==> src/rtl/dice_pkg.sv <==
// Shared types and constants for the dice roller slice.
package dice_pkg;

  typedef enum logic [1:0] {
    IDLE    = 2'd0,
    SPIN    = 2'd1,
    SLOW    = 2'd2,
    SETTLED = 2'd3
  } state_e;

  // 16-bit Fibonacci LFSR, taps 16,14,13,11 -> bits 15,13,12,10
  localparam int          LFSR_W    = 16;
  localparam logic [15:0] LFSR_TAPS = 16'hB400;

  // LED bit positions in each die's 7-bit pip field
  localparam int PIP_TL = 0;
  localparam int PIP_ML = 1;
  localparam int PIP_BL = 2;
  localparam int PIP_MC = 3;
  localparam int PIP_TR = 4;
  localparam int PIP_MR = 5;
  localparam int PIP_BR = 6;

  // Next face with wrap back to 1; anything at or above faces wraps too.
  function automatic logic [2:0] face_inc(input logic [2:0] v, input logic [2:0] faces);
    return (v >= faces) ? 3'd1 : v + 3'd1;
  endfunction

endpackage

==> src/rtl/dice_roller_pip_encoder.sv <==
// Die face value to 7-LED pip pattern, purely combinational.
module pip_encoder
  import dice_pkg::*;
(
  input  logic [2:0] value,
  output logic [6:0] leds
);

  // Decode one face; unused codes light nothing.
  always_comb begin
    leds = '0;
    case (value)
      3'd1: leds[PIP_MC] = 1'b1;
      3'd2: begin
        leds[PIP_TL] = 1'b1;
        leds[PIP_BR] = 1'b1;
      end
      3'd3: begin
        leds[PIP_TL] = 1'b1;
        leds[PIP_MC] = 1'b1;
        leds[PIP_BR] = 1'b1;
      end
      3'd4, 3'd5: begin
        leds[PIP_TL] = 1'b1;
        leds[PIP_TR] = 1'b1;
        leds[PIP_BL] = 1'b1;
        leds[PIP_BR] = 1'b1;
        leds[PIP_MC] = (value == 3'd5);
      end
      3'd6: begin
        leds[PIP_TL] = 1'b1;
        leds[PIP_ML] = 1'b1;
        leds[PIP_BL] = 1'b1;
        leds[PIP_TR] = 1'b1;
        leds[PIP_MR] = 1'b1;
        leds[PIP_BR] = 1'b1;
      end
      default: leds = '0;
    endcase
  end

endmodule

==> src/rtl/dice_roller.sv <==
// Multi-die roller: spin while Roll is held, decelerate geometrically on
// release, then freeze with Settled. Dice step on a shared tick, each gated
// by its own LFSR bit so they drift apart.
module dice_roller
  import dice_pkg::*;
#(
  parameter int          NUM_DICE   = 2,
  parameter int          FACES      = 6,
  parameter int          SPIN_DIV   = 4,
  parameter int          SLOW_STEPS = 3,
  parameter logic [15:0] SEED       = 16'hACE1
) (
  input  logic                  Clock,
  input  logic                  Reset,
  input  logic                  Roll,
  output logic [3*NUM_DICE-1:0] Values,
  output logic [7*NUM_DICE-1:0] Pips,
  output logic                  Rolling,
  output logic                  Settled
);

  // Longest period is the final slow step, SPIN_DIV << SLOW_STEPS.
  localparam int         PW      = $clog2((SPIN_DIV << SLOW_STEPS) + 1);
  localparam int         SW      = $clog2(SLOW_STEPS + 1);
  localparam logic [PW-1:0] SPIN_P = PW'(SPIN_DIV);
  localparam logic [2:0] FACES_3 = 3'(FACES);

  if (FACES > 6 || FACES < 2) begin : g_bad_faces
    $error("dice_roller: FACES must be 2..6");
  end
  if (NUM_DICE > 8 || NUM_DICE < 1) begin : g_bad_dice
    $error("dice_roller: NUM_DICE must be 1..8");
  end
  if (SEED == 16'h0000) begin : g_bad_seed
    $error("dice_roller: SEED must be nonzero");
  end

  state_e                      state;
  logic [LFSR_W-1:0]           lfsr;
  logic [PW-1:0]               cnt;
  logic [PW-1:0]               period;
  logic [SW-1:0]               steps;
  logic [NUM_DICE-1:0][2:0]    val;
  logic                        tick;

  assign tick   = (cnt == period - PW'(1));
  assign Values = val;

  // Free-running LFSR, reloaded only by reset.
  always_ff @(posedge Clock) begin
    if (Reset) lfsr <= SEED;
    else       lfsr <= {lfsr[LFSR_W-2:0], ^(lfsr & LFSR_TAPS)};
  end

  // FSM, tick counter, period/step bookkeeping and dice values.
  always_ff @(posedge Clock) begin
    if (Reset) begin
      state   <= IDLE;
      cnt     <= '0;
      period  <= SPIN_P;
      steps   <= '0;
      val     <= {NUM_DICE{3'd1}};
      Rolling <= 1'b0;
      Settled <= 1'b0;
    end else begin
      if ((state == SPIN || state == SLOW) && tick) begin
        for (int i = 0; i < NUM_DICE; i++)
          if (lfsr[i]) val[i] <= face_inc(val[i], FACES_3);
      end
      cnt <= tick ? '0 : cnt + PW'(1);
      case (state)
        IDLE, SETTLED: begin
          cnt <= '0;
          if (Roll) begin
            state   <= SPIN;
            period  <= SPIN_P;
            Rolling <= 1'b1;
            Settled <= 1'b0;
          end
        end
        SPIN: begin
          if (!Roll) begin
            state  <= SLOW;
            period <= SPIN_P << 1;
            steps  <= '0;
            cnt    <= '0;
          end
        end
        SLOW: begin
          // A new Roll wins over a coincident final tick.
          if (Roll) begin
            state  <= SPIN;
            period <= SPIN_P;
            cnt    <= '0;
          end else if (tick) begin
            steps <= steps + SW'(1);
            if (steps == SW'(SLOW_STEPS - 1)) begin
              state   <= SETTLED;
              Rolling <= 1'b0;
              Settled <= 1'b1;
            end else begin
              period <= period << 1;
            end
          end
        end
        default: state <= IDLE;
      endcase
    end
  end

  for (genvar g = 0; g < NUM_DICE; g++) begin : g_die
    pip_encoder u_pip (
      .value (val[g]),
      .leds  (Pips[7*g +: 7])
    );
  end

endmodule

==> config.mk <==
export PLATFORM = sky130hd
export DESIGN_NAME = dice_roller
export DESIGN_NICKNAME = d
export VERILOG_FILES = /design/src/rtl/dice_pkg.sv /design/src/rtl/dice_roller_pip_encoder.sv /design/src/rtl/dice_roller.sv
export SDC_FILE = /design/constraint.sdc
export NUM_CORES = 1
export LEC_CHECK = 0
export CORE_MARGIN = 2
export CORE_UTILIZATION = 45
export DETAILED_ROUTE_END_ITERATION = 8
export HOLD_SLACK_MARGIN = 0.08
export PLACE_DENSITY = 0.68
export SLEW_MARGIN = 30
export SYNTH_ARGS = -nofsm -noshare
export SYNTH_HDL_FRONTEND = slang
export SYNTH_HIERARCHICAL = 1
export SYNTH_SLANG_ARGS = --single-unit
==> constraint.sdc <==
create_clock -name Clock -period 2.25 [get_ports Clock]
set_input_delay 0.45 -clock Clock [delete_from_list [all_inputs] [get_ports Clock]]
set_output_delay 0.45 -clock Clock [all_outputs]
set_load 0.03 [all_outputs]
* Word-level counts from Yosys, hierarchy flattened
Cells that the tools add are included.
W data, S select, Z words.
** Word-level totals
- Bits in registers :: 40
- Bits in latches :: 0
- RAM bits :: 0
- ROM bits :: 0
- Input bits :: 3
- Output and inout port bits :: 22
- Logic and storage cells :: 102
- Memories kept :: 0
** Operators by class
- $add $sub $neg :: 5
- $mul :: 0
- Div/mod/pow operators :: 0
- $lt $le $gt $ge :: 2
- Equality and inequality tests :: 25
- Shift-type cells :: 0
- Mux-type cells :: 40
- Bitwise logic cells :: 0
- Reductions and logical operators :: 21
** Operator list (number)
- $mux W6 :: 8
- $pmux W6 S3 :: 2
- $eq A3 B3 Y1 const B :: 6
- $mux W2 :: 8
- $reduce_xor A16 Y1 :: 1
- $mux W1 :: 14
- $eq A3 B2 Y1 const B :: 4
- $reduce_and A4 Y1 :: 3
- $reduce_or A2 Y1 :: 5
- $reduce_or A5 Y1 :: 2
- $ne A2 B2 Y1 const B :: 4
- $pmux W1 S2 :: 4
- $add A3 B1 Y3 const B :: 2
- $add A6 B1 Y6 const B :: 1
- $eq A2 B2 Y1 const B :: 3
- $eq A3 B1 Y1 const B :: 2
- $eq A6 B6 Y1 :: 1
- $ge A3 B3 Y1 const B :: 2
- $mux W3 :: 2
- $ne A3 B3 Y1 const B :: 2
- $pmux W2 S3 :: 1
- $reduce_or A3 Y1 :: 2
- $sub A6 B1 Y6 const B :: 1
- $reduce_and A5 Y1 :: 1
- other kinds (10) :: 12

* Depth between registers and ports, before layout
- Depth after elaboration :: 5
- Mapped depth :: 8
- Gate-level depth less buffers :: 7

* Cells and area by module
The synthesis kept the hierarchy.
** Modules (own cells, without submodules)
- dice_roller :: times used 1, cells each 175, area each 1691.6 µm², sequential area each 760.7 µm²
- pip_encoder :: times used 2, cells each 9, area each 56.3 µm², sequential area each 0.0 µm²

* Worst setup path after synthesis
Ideal clock, no wire load.
- Path kind :: reg-to-output
- Start :: register val (netlist bit Values[5])
- End :: output Pips[11]
- Arrival :: 1.719 ns
- Required time :: 1.800 ns
- Slack :: 0.081 ns
- Cell stages (with the launch flop) :: 3
- Path buffers :: 1
- Path through :: dfxtp_1 -> a21boi_0 -> buf_4
** Between the ends
- Cells in the longest elaborated chain, start to end :: 3
- Elaborated cells between the ends (all ways) :: 5
- Classes of those cells :: 3 x eq/ne; 1 x mux; 1 x reduce/logical
** RTL lines
- start, declared :: line dice_roller.sv:43 : logic [NUM_DICE-1:0][2:0] val;
- start signal, assigned :: line dice_roller.sv:62 : val <= {NUM_DICE{3'd1}};
- start signal, assigned by index :: line dice_roller.sv:68 : if (lfsr[i]) val[i] <= face_inc(val[i], FACES_3);
- $eq A3 B3 Y1
- $reduce_or A3 Y1 (no line) *
- $mux W1 *
- end, declared :: line dice_roller.sv:17 : output logic [7*NUM_DICE-1:0] Pips,
Every way passes the cells marked *; elsewhere a longest branch is shown, timed or not.

* Worst setup path in the final report
- Start :: register val (netlist bit Values[5])
- End :: output Pips[8]
** Between the ends
- Cells in the longest elaborated chain, start to end :: 2
** RTL lines
- $eq A3 B3 Y1 :: line dice_roller_pip_encoder.sv:12 : case (value)
- $mux W1 :: line dice_roller_pip_encoder.sv:12
No other way between the ends.

==> reports/metrics.csv <==
stage;metric;value;unit
critical_path;Critical Path RT;1.80;ns
layout;fraction of layout cells with a size suffix above 1;0.130;
critical_path;CP Launch Point;Values[5]$_SDFFE_PP0P_;
detailed_routing;DRC Markers;0;
floorplan;Core ar.;3940;um2
timing;final setup margin;0.146;ns
critical_path;cell family with most CP delay;buffers and inverters;
layout;final core occ;0.565;
timing;shortest period the worst path allows;2.10;ns
detailed_routing;vias post-DR;1354;
yosys;top cell type by total area after synthesis;dfxtp_1;
yosys;syn nets;205;
layout;Layout area overhead;23.4;%
detailed_routing;DR vias/cell;5.09;
floorplan;Die Wd;67.3;um
yosys;Synth Cell Area;1800;um2
clock_tree;CTS Buf Count;5;
power;Clock Power Share;0.393;
yosys;count of cell types in the netlist;40;
critical_path;Critical Path Source Type;flop;
yosys;Synth top cells by count;dfxtp_1 (38), nor2_1 (18), nand2_1 (11);
power;PD cells;787;nW/um2
power;Switching Fraction;0.254;
timing;Slew @ Worst Pin;0.391;ns
floorplan;die area;4530;um2
clock_tree;CTS max path bufs;2;
critical_path;Crit Path Category;reg2out;
timing;Setup Skew;0.00685;ns
clock_tree;Reg clk slew, reported paths;0.08;ns
yosys;FF+latch count, synth;38;
placement;DP Area;2070;um2
layout;Layout Nets;227;
detailed_routing;Iter 0 DRT Violations;24;
hold_path;Hold Path Class;reg2reg;
critical_path;CP max stage cell;clkdlybuf4s50_1;
clock_tree;CTS tree;done;
placement;port bufs;24;
power;logic gate share of total power;0.183;
clock_tree;worst skew pair latency;0.29;ns
timing;endpoints failing setup;0;
critical_path;crit-path cells;nand2_1 > nor2_1 > clkdlybuf4s50_1;
grt;largest net degree at the start of global routing;43;
run_status;status;complete, no violations;
power;VDD IR max;0.000469;V
timing;period utilisation layout;0.935;
grt;GRT Util Overall;0.159;
timing;setup TNS;0;ns
placement;Placer Congestion;0.806;
placement;pre-CTS setup slack;0.167;ns
detailed_routing;WL final;3240;um
yosys;EDFF count, synth;0;
layout;finished layout cell area;2230;um2
yosys;top-count cell post-synth;dfxtp_1;
grt;vias in the first global route;1236;
timing;Peak Freq;475;MHz
yosys;Seq/Total Area, Yosys;0.422;
yosys;total number of yosys warnings;6;
floorplan;row count;23;
critical_path;CP Buf/Inv Count;1;
floorplan;boundary pin count;25;
critical_path;endpoint type of the worst setup path;output port;
yosys;dominant synthesized flop cell;dfxtp_1;
timing;Worst slew margin;0.739;
timing;hold_ws;0.412;ns
floorplan;Initial Util;0.458;
critical_path;worst-path maximum fanout;9;
timing;RSZ-0062 raised after global routing;false;
power;P_sw;0.444;mW
yosys;ys async rst share;0;
yosys;Mean Syn Cell Area;9.35;um2
layout;Fillers;337;
yosys;Synth top area share;0.422;
clock_tree;clk sink count;38;
timing;Pins Over Slew Limit;0;
clock_tree;Hold-fix buffers, CTS;0;
timing;final number of hold-violating endpoints;0;
critical_path;CP arrival;1.65;ns
power;LEAKAGE;0.995;nW
grt;GRT overflow;0;
critical_path;crit-path max cell delay;0.68;ns
detailed_routing;first drt pass iteration count;4;
detailed_routing;DR WL/cell;12.2;um
power;sequential share of power;0.424;
power;P_int;1.31;mW
floorplan;Die H;67.3;um
critical_path;R2R Path Start;period[2]$_SDFFE_PP1P_;
layout;ANT cells;0;
placement;HPWL Detailed;2300;um
hold_path;worst hold start;lfsr[5]$_SDFF_PP1_;
flow_run;maxcap violations;0;
yosys;Synth area leaders;dfxtp_1 (42%), ha_1 (6.2%), nor2_1 (3.7%);
clock_tree;Max H-tree Level;2;
grt;first-pass GRT wire length;5330;um
clock_tree;Root Buffer;clkbuf_8;
grt;initial antenna violation count;0;
yosys;cells after synthesis;193;
detailed_routing;Detail Route Antenna Nets;0;
==> repair_timing <==
| action | in CTS | in global routing |
|---|---|---|
| buffers inserted | 0 | 0 |
| gates resized for setup | 0 | 8 |
| endpoints found under the setup margin | 0 | 8 |
==> cells in the final DEF (no fill, tap or decap), types with 2 or more instances in the layout <==
master | Yosys | routed
a21oi_1 | 8 | 8
a21boi_0 | 2 | 2
a31oi_1 | 3 | 3
mux2i_1 | 3 | 3
ha_1 | 9 | 9
inv_1 | 7 | 7
buf_4 | 7 | 2
or3b_1 | 2 | 2
nor4_1 | 2 | 2
nor2_1 | 18 | 18
dlymetal6s2s_1 | 0 | 7
and2_1 | 3 | 3
nand3_1 | 4 | 4
dfxtp_1 | 38 | 37
clkdlybuf4s50_1 | 0 | 17
nand4_2 | 2 | 2
o21ai_0 | 3 | 3
nand2_1 | 11 | 11
xor2_1 | 7 | 7
or2_2 | 7 | 7
o21a_1 | 5 | 5
nor2b_1 | 10 | 10
and3_1 | 3 | 3
nor3_1 | 5 | 5
nand2b_1 | 6 | 6
nand3b_1 | 4 | 4
bufinv_16 | 0 | 2
mux2_2 | 3 | 3
xnor2_1 | 4 | 4
clkbuf_8 | 0 | 5
==> routing by layer <==
metal / track usage / routed length (um) / part of all wire / up-vias
met4: 0.0689 / 61 / 0.019 / 0
met3: 0.0500 / 138 / 0.043 / 5
li1: - / - / - / 690
met2: 0.290 / 1620 / 0.50 / 32
met1: 0.167 / 1420 / 0.44 / 627
met5: 0 / 0 / 0 / -
==> registers in the layout (all words and copies together) (netlist names) <==
register and flops:
period 4, Rolling 1, lfsr 16, state 2
steps 2, Values 6, cnt 6, Settled 1
==> area by class of cell <==
type                       instances  area (um2)  share of cell area
multi-input combinational        136         945               0.424
sequential                        38         762               0.342
timing repair buffer              27         293               0.132
clock buffer                       5        68.8              0.0309
clock inverter                     3        68.8              0.0309
tap                               50        62.6              0.0281
inverter                           7        26.3              0.0118
==> path summary, 6_finish.rpt <==
kind | to | slack [ns] | cells past startpoint
max | Pips[8] | 0.15 | 3
min reg2reg | lfsr[6]$_SDFF_PP1_ | 0.41 | 1
min | lfsr[6]$_SDFF_PP1_ | 0.41 | 1
max reg2reg | state[1]$_SDFFE_PP0P_ | 0.15 | 7
==> stage by stage <==
| stage | cells | total power, mW |
|---|---|---|
| final | 266 | 1.75 |
| after global routing | 266 | 1.84 |
| after CTS | 266 | 1.77 |
| after detailed placement | 258 | 1.08 |
| after global placement | 258 | 1.06 |
| after floorplan | 193 | 1.01 |
==> kinds of logic (layout without fill, tap and decap cells) <==
kind of cell,Yosys count,count (layout),synth area share
AND/OR/NAND/NOR,84,84,0.264
flip-flops,38,38,0.422
AO/OA/AOI/OAI,25,25,0.0957
buffers and inverters,19,42,0.0548
XOR/XNOR,12,12,0.0666
adder cells (fa/ha/maj),9,9,0.0624
multiplexers,6,6,0.0354
==> power groups by stage <==
stage               clock network, mW  registers (mW)  logic, mW
floorplan                           0           0.761      0.248
global placement                    0           0.756      0.309
detailed placement                  0           0.758      0.321
CTS                             0.701           0.743      0.323
global route                    0.735           0.749      0.353
finish                          0.689           0.742      0.321
(Power assumes the default switching activity.)
